**src/rtl/register_file_pkg.sv**
```systemverilog
// Shared constants for the register file: default geometry, the hardwired-zero
// register index and the write-port indices used by the write arbiter.
package register_file_pkg;

    localparam int BIT_WIDTH  = 32;
    localparam int REG_COUNT  = 32;
    localparam int ADDR_WIDTH = 5;

    // Register 0 always reads as zero, so writes to it are dropped.
    localparam int REG_ZERO = 0;

    // Write-port indices as seen on last_grant.
    localparam logic PORT_EXEC = 1'b0;
    localparam logic PORT_LOAD = 1'b1;

endpackage

```
**src/rtl/register_write_arbiter_address_decoder.sv**
```systemverilog
// Register index to one-hot select. Register 0 and indices at or beyond
// REG_COUNT produce no select bit, so a write to them falls on the floor.
// Also intended for the read-port select logic.
module address_decoder
    import register_file_pkg::*;
#(
    parameter int ADDR_WIDTH = register_file_pkg::ADDR_WIDTH,
    parameter int REG_COUNT  = register_file_pkg::REG_COUNT
) (
    input  logic [ADDR_WIDTH-1:0] addr,
    input  logic                  enable,
    output logic [REG_COUNT-1:0]  onehot,
    output logic                  hit
);

    // One select bit per real register; zero register never selected.
    always_comb begin
        onehot = '0;
        for (int i = 0; i < REG_COUNT; i++) begin
            onehot[i] = enable && (int'(addr) == i) && (i != REG_ZERO);
        end
    end

    assign hit = |onehot;

endmodule

```
**src/rtl/register_write_arbiter.sv**
```systemverilog
// Round-robin arbiter sharing the register-file write port between the
// execute writeback (port 0) and the load writeback (port 1).
//
// Handshake: a transfer happens on any cycle where valid and ready are both
// high. The requester keeps valid/addr/data stable until it sees ready.
// ready is combinational from valid, hold, reset and last_grant only; valid
// must never depend on ready in the same cycle.
//
// The accepted write is registered: write_set pulses for one cycle the cycle
// after acceptance, and write_data holds the last real write when idle.
module register_write_arbiter
    import register_file_pkg::*;
#(
    parameter int BIT_WIDTH  = register_file_pkg::BIT_WIDTH,
    parameter int REG_COUNT  = register_file_pkg::REG_COUNT,
    parameter int ADDR_WIDTH = register_file_pkg::ADDR_WIDTH
) (
    input  logic                  clock,
    input  logic                  reset,
    input  logic                  hold,
    input  logic                  req0_valid,
    input  logic [ADDR_WIDTH-1:0] req0_addr,
    input  logic [BIT_WIDTH-1:0]  req0_data,
    output logic                  req0_ready,
    input  logic                  req1_valid,
    input  logic [ADDR_WIDTH-1:0] req1_addr,
    input  logic [BIT_WIDTH-1:0]  req1_data,
    output logic                  req1_ready,
    output logic [REG_COUNT-1:0]  write_set,
    output logic [BIT_WIDTH-1:0]  write_data,
    output logic                  last_grant
);

    logic                  grant0;
    logic                  grant1;
    logic                  grant_any;
    logic [ADDR_WIDTH-1:0] sel_addr;
    logic [BIT_WIDTH-1:0]  sel_data;
    logic [REG_COUNT-1:0]  decoded;
    logic                  hit;

    // Round-robin choice: under contention the port that did not win last
    // time goes first; reset and hold block every grant.
    always_comb begin
        grant0   = 1'b0;
        grant1   = 1'b0;
        sel_addr = req0_addr;
        sel_data = req0_data;
        if (!reset && !hold) begin
            grant0 = req0_valid && (!req1_valid || (last_grant == PORT_LOAD));
            grant1 = req1_valid && (!req0_valid || (last_grant == PORT_EXEC));
        end
        if (grant1) begin
            sel_addr = req1_addr;
            sel_data = req1_data;
        end
    end

    assign grant_any  = grant0 || grant1;
    assign req0_ready = grant0;
    assign req1_ready = grant1;

    address_decoder #(
        .ADDR_WIDTH (ADDR_WIDTH),
        .REG_COUNT  (REG_COUNT)
    ) u_decoder (
        .addr   (sel_addr),
        .enable (grant_any),
        .onehot (decoded),
        .hit    (hit)
    );

    // Register the winning write; dropped addresses leave write_data alone.
    always_ff @(posedge clock) begin
        if (reset) begin
            write_set  <= '0;
            write_data <= '0;
            last_grant <= PORT_LOAD;
        end else begin
            write_set <= decoded;
            if (hit) begin
                write_data <= sel_data;
            end
            if (grant_any) begin
                last_grant <= grant1 ? PORT_LOAD : PORT_EXEC;
            end
        end
    end

endmodule
```
**config.mk**
```make
export PLATFORM = sky130hd
export DESIGN_NAME = register_write_arbiter
export DESIGN_NICKNAME = d
export VERILOG_FILES = /design/src/rtl/register_file_pkg.sv /design/src/rtl/register_write_arbiter_address_decoder.sv /design/src/rtl/register_write_arbiter.sv
export SDC_FILE = /design/constraint.sdc
export NUM_CORES = 1
export LEC_CHECK = 0
export ABC_AREA = 1
export BUFFER_PORTS_ARGS = -buffer_cell sky130_fd_sc_hd__buf_4
export CAP_MARGIN = 20
export CORE_MARGIN = 3
export CORE_UTILIZATION = 26
export CTS_CLUSTER_SIZE = 10
export DETAILED_ROUTE_END_ITERATION = 6
export GPL_TIMING_DRIVEN = 0
export SETUP_SLACK_MARGIN = 0.5
export SYNTH_ARGS = -nofsm -noshare
export SYNTH_HDL_FRONTEND = slang
export SYNTH_HIERARCHICAL = 1
export SYNTH_SLANG_ARGS = --single-unit
```
**constraint.sdc**
```tcl
create_clock -name clock -period 6.7 [get_ports clock]
set_input_delay 0.67 -clock clock [delete_from_list [all_inputs] [get_ports clock]]
set_output_delay 0.67 -clock clock [all_outputs]
set_load 0.03 [all_outputs]
```
Yosys cells after proc, flatten, opt, wreduce, memory -nomap -nowiden:

Cells that the tools add are included.
Widths: inputs -> output; s select.

* equality and inequality tests: 31
* mux-type cells: 5
* bitwise operators: 1
* reductions and logical operators: 42

Operators by type and width (number)
* $eq 5x5->1 const B: 16
* $eq 5x4->1 const B: 8
* $logic_and 1x1->1: 34
* $mux 32: 1
* $reduce_or 31->1: 1
* $eq 5x3->1 const B: 4
* $eq 5x2->1 const B: 2
* $eq 5x1->1 const B: 1
* $mux 5: 1
* $logic_not 1->1: 4
* $logic_or 1x1->1: 3
* $mux 1: 3
* $not 1->1: 1

* flip-flop bits (word level): 65
* input port bits: 79
* output and inout port bits: 67
* logic and storage cells: 83

Depth between registers and ports, before layout:

Gate-level depths: netlist of the first run.

* depth after elaboration: 8
* mapped depth: 21
* depth with buffers taken out: 18

Cells and area by module:

Netlist of the first run, hierarchy kept.

By module, submodules not included
* register_write_arbiter: instances 1, cells an instance 408, area each 2738.9 µm², sequential area each 1301.2 µm²
* address_decoder: instances 1, cells an instance 98, area each 426.7 µm², sequential area each 0.0 µm²

Worst setup path before layout of the first run:

Ideal clock, no wire load.

* kind: input to register
* start point: in req0_valid
* end point: reg write_data[24]
* library setup time: 0.056 ns
* data arrival time: 2.854 ns
* required time: 6.644 ns
* path slack: 3.791 ns
* cell stages on the path: 20
* cells stage by stage: nand2_1 -> nand3_2 -> buf_4 -> inv_1 -> nand2_1 -> nand2_1 -> nand2_1 -> inv_1 -> nand3_1 -> nand2_1 -> nor2_1 -> nand2_1 -> nor2_1 -> nand2_1 -> buf_2 -> clkbuf_1 -> nor2_1 -> nor2_1 -> nand2_1 -> inv_1

* cells in the longest elaborated chain, start to end: 8
* elaborated cells between the ends (all ways): 72
* those cells by class: eq/ne: 31; mux: 4; reduce/logical: 37

Ends and longest elaborated chain
* from (decl): line register_write_arbiter.sv:21 `input logic req0_valid,`
* $logic_not 1->1 (*): line register_write_arbiter.sv:51 `grant1 = req1_valid && (!req0_valid || (last_grant == PORT_EXEC));`
* $logic_or 1x1->1 (*): line register_write_arbiter.sv:51
* $logic_and 1x1->1 (*): line register_write_arbiter.sv:51
* $mux 1 (*): line register_write_arbiter.sv:49 `if (!reset && !hold) begin`
* net req1_ready: line register_write_arbiter.sv:28 `output logic req1_ready,`
* $mux 5 (*): line register_write_arbiter.sv:53 `if (grant1) begin`
* net sel_addr[0]: line register_write_arbiter.sv:37 `logic [ADDR_WIDTH-1:0] sel_addr;`
* $eq 5x2->1, or another cell as far along: line register_write_arbiter_address_decoder.sv:20 `onehot[i] = enable && (int'(addr) == i) && (i != REG_ZERO);`
* $logic_and 1x1->1: line register_write_arbiter_address_decoder.sv:20
* $reduce_or 31->1 (*): line register_write_arbiter_address_decoder.sv:24 `assign hit = |onehot;`
* net hit: line register_write_arbiter.sv:40 `logic hit;`
* to (signal assigned): line register_write_arbiter.sv:82 `write_data <= sel_data;`
* to (decl): line register_write_arbiter.sv:30 `output logic [BIT_WIDTH-1:0] write_data,`

The timed path passes the listed nets; every way through them passes the cells marked *.
A chain may end at the register's enable or synchronous reset.

Final worst setup path of the first run:

* start point: in req0_valid
* end point: reg write_data[26]

* cells in the longest elaborated chain, start to end: 8
* elaborated cells between the ends (all ways): 72
* those cells by class: eq/ne: 31; mux: 4; reduce/logical: 37

Ends and longest elaborated chain (line)
* $logic_not 1->1 (*): register_write_arbiter.sv:51
* $logic_or 1x1->1 (*): register_write_arbiter.sv:51
* $logic_and 1x1->1 (*): register_write_arbiter.sv:51
* $mux 1 (*): register_write_arbiter.sv:49
* $mux 5 (*): register_write_arbiter.sv:53
* net sel_addr[3]: register_write_arbiter.sv:37
* $eq 5x2->1, or another cell as far along: register_write_arbiter_address_decoder.sv:20
* $logic_and 1x1->1: register_write_arbiter_address_decoder.sv:20
* $reduce_or 31->1 (*): register_write_arbiter_address_decoder.sv:24
* net hit: register_write_arbiter.sv:40

Marked as above.

==> load_flow_metrics.sql, run 1 <==
INSERT INTO impl_metrics (metric_group, metric, value, unit) VALUES
('sta', 'report.final.setup_viol', '0', ''),
('sta', 'tightestPinTransition', '507', 'ps'),
('die', 'io_pins', '146', ''),
('logic_synthesis', 'syn-num-nets', '585', ''),
('detailed_routing', 'number_of_vias_in_the_routed_layout', '3509', ''),
('worst_setup_path', 'cp_common_cell', 'nand2_1', ''),
('logic_synthesis', 'commonest_cells_in_the_synthesized_netlist', 'nor2_1 (115), nand2_1 (107), inv_1 (94), dfxtp_1 (65), nand3_1 (42)', ''),
('grt', 'aggregate_global_routing_overflow', '0', ''),
('worst_setup_path', 'critical_path_cell_with_the_highest_stage_delay', 'clkbuf_1', ''),
('worst_setup_path', 'critPathRequiredTime', '6980', 'ps'),
('logic_synthesis', 'synth.top_cell.area_share', '0.411', ''),
('clock_tree', 'cts_sinks', '65', ''),
('finish', 'nNetsFinal', '740', ''),
('detailed_routing', 'drt_drc_violations_left', '0', ''),
('logic_synthesis', 'yosysTopAreaCell', 'dfxtp_1', ''),
('logic_synthesis', 'synth_ff_type', 'dfxtp_1', ''),
('worst_setup_path', 'crit_arrival', '3600', 'ps'),
('sta', 'max_slew_margin', '0.662', ''),
('worst_setup_path', 'critPathLaunch', 'req0_valid', ''),
('worst_setup_path', 'crit_path_end', 'write_data[26]', ''),
('worst_setup_path', 'reg2reg_slack', '3430', 'ps'),
('logic_synthesis', 'ys_seq_area_frac', '0.411', ''),
('worst_setup_path', 'critical_path_class', 'input port to flop', ''),
('sta', 'fin_setup_tns', '0', 'ps'),
('logic_synthesis', 'synthesis.yosys.warnings', '6', ''),
('sta', 'hold_viol_final', '0', ''),
('grt', 'grt_first_pass_wirelength', '15.3', 'mm'),
('place', 'routabilityCongestion', '0.803', ''),
('pwr', 'powerDensity', '241', 'nW/um2'),
('clock_tree', 'clk_pin_slew', '50', 'ps'),
('worst_setup_path', 'crit-reg2reg-launch', 'last_grant', ''),
('die', 'floorplan.die.width', '116', 'um'),
('worst_setup_path', 'critical_path_buf_inv_count', '7', ''),
('logic_synthesis', 'syn-mean-instance-area', '6.26', 'um2'),
('worst_setup_path', 'critical_path_cell_count', '21', ''),
('min_path', 'worst_hold_startpoint', 'last_grant', ''),
('logic_synthesis', 'synth_edf_count', '0', ''),
('place', 'numPortBuffers', '144', ''),
('clock_tree', 'clock_tree_root_buffer_cell', 'clkbuf_16', ''),
('clock_tree', 'post_cts_resize_count', '0', ''),
('place', 'dp.final_hpwl', '7.79', 'mm'),
('finish', 'number_of_diodes', '0', ''),
('die', 'floorplan.core_area', '11700', 'um2'),
('worst_setup_path', 'timing.critical_path.max_delay_family', 'simple AND/OR/NAND/NOR gates', ''),
('detailed_routing', 'first_iter_violations', '130', ''),
('clock_tree', 'htree_num_levels', '3', ''),
('finish', 'synthToLayoutAreaGrowth', '49.0', '%'),
('run_status', 'run_status', 'finished, final reports clean', ''),
('place', 'place_inst', '793', ''),
('worst_setup_path', 'cpPeakStageDelay', '430', 'ps'),
('sta', 'post-route-min-period', '3320', 'ps'),
('job', 'drv.max_cap_violation_count', '0', ''),
('grt', 'first_global_vias', '3292', ''),
('sta', 'drv_slew', '0', ''),
('pwr', 'cellLeakagePower', '2.61', 'nW'),
('clock_tree', 'clock_buffer_count_from_cts', '9', ''),
('logic_synthesis', 'synth_area_leaders', 'dfxtp_1 (41%), nor2_1 (14%), nand2_1 (13%)', ''),
('worst_setup_path', 'timing.critical_path.cells', 'buf_4 > nand2_1 > nand3_2 > buf_4 > inv_1 > nand2_1 > nand2_1 > inv_1 > nor2_1 > nand3_1 > nand2_1 > nor2_1 > nand2_1 > nor2_1 > nand2_1 > buf_2 > clkbuf_1 > nor2_1 > nor2_1 > nand2_1 > inv_1', ''),
('worst_setup_path', 'critPathMaxFanout', '10', ''),
('grt', 'antenna_found_initial', '0', ''),
('sta', 'grt_setup_unrepaired', 'false', ''),
('logic_synthesis', 'netlist_area', '3170', 'um2'),
('detailed_routing', 'drt-vias-per-instance', '4.34', ''),
('die', 'die_area', '13500', 'um2'),
('detailed_routing', 'overall_routed_net_length', '9.77', 'mm'),
('pwr', 'power.total', '1.14', 'mW'),
('clock_tree', 'postCtsSetupRepairBufs', '0', ''),
('die', 'floorplan.die.height', '116', 'um'),
('pwr', 'max-vdd-ir-drop', '0.0000973', 'V'),
('sta', 'max_freq', '0.301', 'GHz'),
('grt', 'grt_start_max_net_pins', '11', '');
==> cells by family (layout without fill, tap and decap cells) <==
group | Yosys count | in the layout | synth area share
buf+inv | 125 | 285 | 0.155
simple gates | 313 | 313 | 0.428
compound gates | 2 | 2 | 0.00553
other cells | 1 | 1 | 0.00118
flops | 65 | 65 | 0.411
==> cells in the final DEF (no fill, tap or decap), drive strengths merged, types with 2 or more instances in the layout <==
cell | synthesis | final
buf | 15 | 159
nand2 | 109 | 109
dfxtp | 65 | 65
inv | 94 | 94
nor3 | 12 | 12
clkbuf | 16 | 29
clkinv | 0 | 2
nand4 | 32 | 32
nand3 | 43 | 43
nor2 | 117 | 117
==> worst min path at each step <==
| stage | cells past startpoint | endpoint | slack (ps) |
|---|---|---|---|
| 5_1_grt | 2 | last_grant | 500 |
| 3_3_place_gp | 2 | last_grant | 470 |
| 4_1_cts | 2 | last_grant | 480 |
| 3_5_place_dp | 2 | last_grant | 480 |
| 2_1_floorplan | 2 | last_grant | 590 |
| 6_report | 2 | last_grant | 480 |
==> state kept, by name, summed over array words and instances, names as in the netlist <==
| signal | cells |
|---|---|
| write_data | 32 |
| write_set | 32 |
| last_grant | 1 |
==> power breakdown <==
part	switching [mW]	internal, mW	leakage (nW)	total (mW)
sequential	0.0147	0.412	0.529	0.427
combinational	0.156	0.100	1.94	0.256
clock	0.158	0.297	0.144	0.455
==> routing by layer <==
| metal | global-route usage | vias to the layer above | part of all wire |
|---|---|---|---|
| li1 | - | 1844 | - |
| met4 | 0.0580 | 0 | 0.016 |
| met2 | 0.235 | 137 | 0.45 |
| met1 | 0.174 | 1518 | 0.43 |
| met5 | 0 | - | 0 |
| met3 | 0.0440 | 10 | 0.10 |
==> per-stage QoR <==
stage | util | instance area (um2) | setup WS [ps]
6_report | 0.404 | 4720 | 3380
5_1_grt | 0.404 | 4720 | 2930
3_3_place_gp | 0.379 | 4430 | 3020
3_5_place_dp | 0.379 | 4430 | 2980
2_1_floorplan | - | 3170 | 3790
4_1_cts | 0.404 | 4720 | 3330
==> tightest hold or removal path, stage by stage (launching register included) <==
cell and delay [ps]:
dfxtp_1 320, nand2_1 70, nand2_1 40
==> layout make-up <==
cell class,count,area [um2],area share
tap,143,179,0.0379
timing repair buffer,144,1080,0.229
clock buffer,13,250,0.0531
clock inverter,3,40.0,0.00849
multi-input combinational,316,1380,0.292
buffer,31,136,0.0289
inverter,94,353,0.0748
sequential,65,1300,0.276
No activity file was read; power rests on OpenSTA's default activity.
==> inputs of run 2 (changes only) <==
clock period = 3.4 ns   (was 6.7 ns; I/O delays follow)
==> run 2 against run 1 <==
Effect of this change: non-clock buffer count is 2 higher; setup slack worse by 2600 ps; critical endpoint is now write_data[8]; routed wire length is 0.17% higher; combinational power is 100% higher; final area is 2.3% higher; worst hold slack worse by 190 ps; sequential share of layout area is 0.59 points lower; first-iteration DRC count is 6.9% lower.
==> load_flow_metrics.sql, run 2 (same netlist as run 1, synthesis figures left out) <==
INSERT INTO impl_metrics (metric_group, metric, value, unit) VALUES
('finish', 'drive_gt1_frac', '0.293', ''),
('finish', 'nNetsFinal', '742', ''),
('job', 'drv.max_cap_violation_count', '0', ''),
('detailed_routing', 'ant_nets', '0', ''),
('min_path', 'hp_class', 'input port to flop', ''),
('worst_setup_path', 'critical_path_class', 'flop to flop', ''),
('finish', 'most_common_library_cell_in_the_layout_ignoring_fill_and_taps', 'buf_4', ''),
('die', 'floorplan.die.height', '116', 'um'),
('grt', 'antenna_found_initial', '0', ''),
('worst_setup_path', 'crit_arrival', '2840', 'ps'),
('sta', 'grt_setup_unrepaired', 'true', ''),
('detailed_routing', 'first_iter_violations', '121', ''),
('sta', 'fin_setup_tns', '0', 'ps'),
('place', 'routabilityCongestion', '0.803', ''),
('sta', 'post-route-worst-setup-slack', '792', 'ps'),
('clock_tree', 'clock_path_buffers', '2', ''),
('pwr', 'combPwrFrac', '0.231', ''),
('die', 'die_area', '13500', 'um2'),
('die', 'std_cell_rows', '39', ''),
('grt', 'first_global_vias', '3312', ''),
('pwr', 'pwr-share-clk', '0.397', ''),
('pwr', 'power.sequential.fraction', '0.372', ''),
('clock_tree', 'clock_tree_root_buffer_cell', 'clkbuf_16', ''),
('pwr', 'power.total', '2.27', 'mW'),
('detailed_routing', 'overall_routed_net_length', '9.78', 'mm'),
('sta', 'drv_slew', '0', ''),
('clock_tree', 'clk_pin_slew', '50', 'ps'),
('sta', 'post-route-min-period', '2610', 'ps'),
('worst_setup_path', 'worst_setup_path_end_kind', 'flop', ''),
('pwr', 'sw_frac_of_total', '0.290', ''),
('die', 'io_pins', '146', ''),
('grt', 'aggregate_global_routing_overflow', '0', ''),
('detailed_routing', 'drt-vias-per-instance', '4.33', ''),
('sta', 'report.final.setup_viol', '0', ''),
('grt', 'grt_util_all_layers', '0.143', ''),
('pwr', 'max-vdd-ir-drop', '0.000192', 'V'),
('clock_tree', 'htree_num_levels', '3', ''),
('pwr', 'internal_power', '1.61', 'mW'),
('worst_setup_path', 'cp_common_cell', 'nand2_1', ''),
('place', 'dp.final_hpwl', '7.79', 'mm'),
('worst_setup_path', 'cpPeakStageDelay', '360', 'ps'),
('place', 'place_ws', '14.6', 'ps'),
('die', 'floorplan.die.width', '116', 'um'),
('clock_tree', 'cts_hold_buffers', '0', ''),
('detailed_routing', 'number_of_vias_in_the_routed_layout', '3515', ''),
('pwr', 'netSwitchingPower', '657', 'uW'),
('sta', 'hold_viol_final', '0', ''),
('finish', 'reg.largest.list', 'write_data (32), write_set (32), last_grant (1)', ''),
('worst_setup_path', 'critical_path_buf_inv_count', '6', ''),
('die', 'start_util', '0.271', ''),
('clock_tree', 'cts_sinks', '65', ''),
('clock_tree', 'tritoncts', 'done', ''),
('die', 'floorplan.core_area', '11700', 'um2'),
('sta', 'max_freq', '0.383', 'GHz'),
('pwr', 'cellLeakagePower', '2.65', 'nW'),
('worst_setup_path', 'critPathMaxFanout', '10', ''),
('detailed_routing', 'drt_drc_violations_left', '0', ''),
('worst_setup_path', 'timing.critical_path.max_delay_family', 'simple AND/OR/NAND/NOR gates', ''),
('grt', 'grt_start_max_net_pins', '11', ''),
('sta', 'skew', '3.39', 'ps'),
('grt', 'grt_first_pass_wirelength', '15.3', 'mm'),
('finish', 'layout.cells.most_common_list', 'buf_4 (152), nor2_1 (112), nand2_1 (97), inv_1 (91), dfxtp_1 (64)', ''),
('place', 'numPortBuffers', '144', ''),
('clock_tree', 'clock_buffer_count_from_cts', '9', ''),
('detailed_routing', 'post_drt_wl_per_cell', '12.1', 'um'),
('pwr', 'powerDensity', '470', 'nW/um2'),
('sta', 'final.hold.worst_slack', '290', 'ps'),
('finish', 'synthToLayoutAreaGrowth', '52.4', '%'),
('run_status', 'run_status', 'finished, final reports clean', ''),
('worst_setup_path', 'cp-start-kind', 'flop', ''),
('worst_setup_path', 'critical_path_cell_with_the_highest_stage_delay', 'dfxtp_2', ''),
('detailed_routing', 'first_drt_pass_iteration_count', '4', ''),
('sta', 'finalCritPeriodShare', '0.767', ''),
('clock_tree', 'worstSkewPairLatency', '330', 'ps'),
('worst_setup_path', 'critPathRequiredTime', '3630', 'ps'),
('finish', 'number_of_diodes', '0', ''),
('worst_setup_path', 'timing.critical_path.cells', 'nand2_4 > nand3_2 > buf_6 > clkinvlp_4 > nand2_1 > nand2_2 > nand2_4 > inv_1 > nand3_1 > nand2_1 > nor2_1 > nand2_1 > nor2_1 > nand2_1 > clkbuf_4 > clkbuf_4 > nor2_1 > nor2_1 > nand2_1 > inv_1', '');
==> run 2: cell count changes in the layout (fill, tap and decap cells not counted), sizes merged <==
cell      before  now
buf          159  160
inv           94   93
clkbuf        29   30
clkinvlp       0    1
==> run 2: power by group through the flow <==
stage               sequential [mW]  combinational, mW  clock [mW]
floorplan                     0.948              0.207           0
global placement              0.855              0.503           0
detailed placement            0.857              0.506           0
CTS                           0.842              0.516       0.922
global route                  0.846              0.579       0.957
finish                        0.842              0.524       0.899
==> run 2: timing repair <==
item / CTS / global route
setup buffers: 0 / 2
resized for setup: 17 / 22
pin swaps: 0 / 1
endpoints found under the setup margin: 32 / 32
endpoints found under the hold margin: 0 / 0
==> run 2: layer usage <==
layer  track usage  part of all wire  vias to the layer above
met5             0                 0                        -
met3        0.0440             0.088                       10
met4        0.0580             0.016                        0
li1              -                 -                     1851
met2         0.236              0.45                      123
met1         0.174              0.44                     1531
==> run 2: stage by stage <==
stage          instance area, um2  cells  utilization
2_1_floorplan                3170    506            -
3_3_place_gp                 4430    793        0.379
3_5_place_dp                 4430    793        0.379
4_1_cts                      4750    809        0.407
5_1_grt                      4820    811        0.414
6_report                     4820    811        0.414
==> run 2: worst paths after layout <==
| kind | from | endpoint | slack, ps | depth (start not counted) |
|---|---|---|---|---|
| setup / recovery | last_grant | write_data[8] | 790 | 20 |
| hold / removal | req0_data[16] | write_data[16] | 290 | 5 |
| setup reg to reg | last_grant | write_data[8] | 790 | 20 |
| hold reg to reg | last_grant | last_grant | 490 | 2 |
==> run 2: area by class of cell <==
cell class,instances,area [um2]
fill,1230,6840
multi-input combinational,316,1430
sequential,65,1300
timing repair buffer,146,1100
inverter,94,357
clock buffer,13,250
tap,143,179
buffer,31,166
clock inverter,3,40.0
==> run 2: tightest hold or removal path, cell delays in order <==
cell     delay (ps)
buf_4            70
nand2_1          40
nand3_1          50
nand2_1          40
inv_1            40
==> inputs of run 3 (changes only) <==
clock period = 2.7 ns   (was 3.4 ns; I/O delays follow)
==> run 3 against run 2 <==
Effect of this change: final area grew 9.2%; sequential power increased by 26%; critical path depth stayed put; register-to-register slack worse by 480 ps; largest cell class unchanged; clock power is 47% higher; worst hold slack got worse by 63 ps; die area unchanged; combinational power up 44%; non-clock buffer count up 18; critical endpoint is now write_data[10]; clock skew is 3.9 ps higher.
==> load_flow_metrics.sql, run 3 (same netlist as run 1, synthesis figures left out) <==
INSERT INTO impl_metrics (metric_group, metric, value, unit) VALUES
('min_path', 'min_delay_path_depth', '5', ''),
('pwr', 'pwr-share-clk', '0.421', ''),
('clock_tree', 'clock_tree_root_buffer_cell', 'clkbuf_16', ''),
('clock_tree', 'clock_path_buffers', '2', ''),
('worst_setup_path', 'crit-reg2reg-launch', 'last_grant', ''),
('grt', 'grt_start_max_net_pins', '12', ''),
('worst_setup_path', 'worst_setup_path_end_kind', 'flop', ''),
('min_path', 'min_to', 'write_data[8]', ''),
('finish', 'layout.cells.most_common_list', 'buf_4 (162), nor2_1 (104), nand2_1 (90), inv_1 (87), dfxtp_1 (64)', ''),
('worst_setup_path', 'critical_path_class', 'flop to flop', ''),
('sta', 'report.final.setup_viol', '0', ''),
('detailed_routing', 'drt_drc_violations_left', '0', ''),
('worst_setup_path', 'timing.reg2reg.worst_path_depth', '20', ''),
('job', 'drv.max_cap_violation_count', '0', ''),
('sta', 'max_slew_margin', '0.659', ''),
('die', 'start_util', '0.271', ''),
('place', 'routabilityCongestion', '0.811', ''),
('finish', 'most_common_library_cell_in_the_layout_ignoring_fill_and_taps', 'buf_4', ''),
('detailed_routing', 'first_iter_violations', '165', ''),
('worst_setup_path', 'critPathMaxFanout', '10', ''),
('clock_tree', 'worstSkewPairLatency', '320', 'ps'),
('sta', 'grt_setup_unrepaired', 'true', ''),
('detailed_routing', 'drt-vias-per-instance', '4.36', ''),
('finish', 'fill_cells', '1170', ''),
('sta', 'max_freq', '0.418', 'GHz'),
('pwr', 'powerDensity', '594', 'nW/um2'),
('finish', 'regArea', '1310', 'um2'),
('finish', 'drive_gt1_frac', '0.356', ''),
('finish', 'final_util', '0.452', ''),
('grt', 'aggregate_global_routing_overflow', '0', ''),
('clock_tree', 'tritoncts', 'done', ''),
('pwr', 'netSwitchingPower', '884', 'uW'),
('pwr', 'cellLeakagePower', '2.81', 'nW'),
('detailed_routing', 'number_of_vias_in_the_routed_layout', '3611', ''),
('sta', 'post-route-min-period', '2390', 'ps'),
('finish', 'multi_input_area', '1590', 'um2'),
('clock_tree', 'clock_buffer_count_from_cts', '9', ''),
('sta', 'hold_viol_final', '0', ''),
('run_status', 'run_status', 'finished, final reports clean', ''),
('detailed_routing', 'overall_routed_net_length', '10.4', 'mm'),
('sta', 'skew', '7.24', 'ps'),
('clock_tree', 'clk_pin_slew', '60', 'ps'),
('detailed_routing', 'post_drt_wl_per_cell', '12.6', 'um'),
('pwr', 'internal_power', '2.25', 'mW'),
('die', 'die_area', '13500', 'um2'),
('pwr', 'sw_frac_of_total', '0.282', ''),
('die', 'floorplan.die.width', '116', 'um'),
('finish', 'nNetsFinal', '760', ''),
('worst_setup_path', 'cp-start-kind', 'flop', ''),
('die', 'io_pins', '146', ''),
('sta', 'tightestPinTransition', '511', 'ps'),
('die', 'floorplan.core_area', '11700', 'um2'),
('pwr', 'max-vdd-ir-drop', '0.000299', 'V'),
('grt', 'antenna_found_initial', '0', ''),
('place', 'dp.final_hpwl', '7.76', 'mm'),
('finish', 'reg.largest.list', 'write_data (32), write_set (32), last_grant (1)', ''),
('sta', 'final.hold.worst_slack', '227', 'ps'),
('clock_tree', 'htree_num_levels', '3', ''),
('clock_tree', 'cts_sinks', '65', ''),
('worst_setup_path', 'crit_arrival', '2620', 'ps'),
('pwr', 'combPwrFrac', '0.241', ''),
('place', 'numPortBuffers', '144', ''),
('min_path', 'worst_hold_startpoint', 'req0_data[8]', ''),
('die', 'floorplan.die.height', '116', 'um'),
('sta', 'fin_setup_tns', '0', 'ps'),
('die', 'std_cell_rows', '39', ''),
('worst_setup_path', 'critPathRequiredTime', '2920', 'ps'),
('worst_setup_path', 'reg2reg_slack', '310', 'ps'),
('pwr', 'power.sequential.fraction', '0.339', ''),
('sta', 'finalCritPeriodShare', '0.886', ''),
('grt', 'grt_util_all_layers', '0.156', ''),
('detailed_routing', 'ant_nets', '0', ''),
('grt', 'grt_first_pass_wirelength', '16.6', 'mm'),
('grt', 'first_global_vias', '3476', ''),
('detailed_routing', 'first_drt_pass_iteration_count', '4', ''),
('finish', 'number_of_diodes', '0', ''),
('sta', 'drv_slew', '0', ''),
('worst_setup_path', 'r2r_end', 'write_data[10]', ''),
('min_path', 'hp_class', 'input port to flop', ''),
('finish', 'synthToLayoutAreaGrowth', '66.4', '%');
[run 3: changes by cell type in the layout (fill, tap and decap cells not counted), moves of 4 or more]
cell     before  now
nor2_1      112  104
nand2_1      97   90
buf_4       152  162
buf_6         1    8
inv_1        91   87
nand2_4       6   11
nand3_1      42   32
nor2_2        3    8
nand3_2       1    9
[run 3: critical path, cell delays in order, from the launching register on]
cell and delay [ps]:
dfxtp_4 370, nand2_8 50, nand3_4 90, buf_6 110, clkinvlp_4 190, nand2_2 160, nand2_4 110, nand2_4 120
nor2_1 50, nand2_1 80, nand2_1 60, nor2_1 90, nand2_1 70, nor2_1 80, nand2_1 70, buf_6 160
clkbuf_16 170, nor2_1 90, nor2_1 50, nand2_1 80, inv_1 40
[run 3: power by group through the flow]
stage	Clock [mW]	Sequential [mW]	Combinational, mW
after floorplan	0	1.19	0.295
after global placement	0	1.08	0.667
after detailed placement	0	1.08	0.675
after CTS	1.34	1.06	0.748
after global routing	1.39	1.07	0.826
final	1.32	1.06	0.753
[run 3: how the worst max path moves through the flow]
stage / start / slack, ps / end / cells past startpoint
final: last_grant / 310 / write_data[10] / 20
after floorplan: last_grant / 390 / write_data[24] / 20
after CTS: last_grant / 360 / write_data[27] / 20
after global placement: hold / -3 / write_data[25] / 18
after global routing: last_grant / 110 / write_data[11] / 21
after detailed placement: hold / -60 / write_data[27] / 19
[run 3: through the flow]
| step | total power, mW | instance area [um2] | worst slack [ps] | std cells |
|---|---|---|---|---|
| after floorplan | 1.49 | 3300 | 389 | 506 |
| after global placement | 1.74 | 4560 | -2.66 | 793 |
| after detailed placement | 1.75 | 4560 | -57.2 | 793 |
| after CTS | 3.15 | 5240 | 361 | 827 |
| after global routing | 3.28 | 5270 | 106 | 829 |
| final | 3.13 | 5270 | 308 | 829 |
[run 3: cell type report]
class	instances	share of cell area
Tap cell	143	0.0340
Multi-Input combinational cell	316	0.302
Sequential cell	65	0.248
Inverter	94	0.0686
Clock buffer	11	0.0442
Timing Repair Buffer	164	0.239
Clock inverter	5	0.0197
Buffer	31	0.0456
[run 3: repair_timing]
item,4_1_cts,5_1_grt
setup endpoints to repair,32,32
gates resized for setup,43,4
pin swaps,38,6
buffers inserted,16,1
cloned,2,1
hold buffers,0,0
[run 3: layer usage]
| metal | vias to the layer above | wire length (um) | global-route usage |
|---|---|---|---|
| li1 | 1881 | - | - |
| met1 | 1592 | 4390 | 0.181 |
| met2 | 118 | 5060 | 0.270 |
| met3 | 20 | 771 | 0.0456 |
| met4 | 0 | 215 | 0.0619 |
| met5 | - | 0 | 0 |
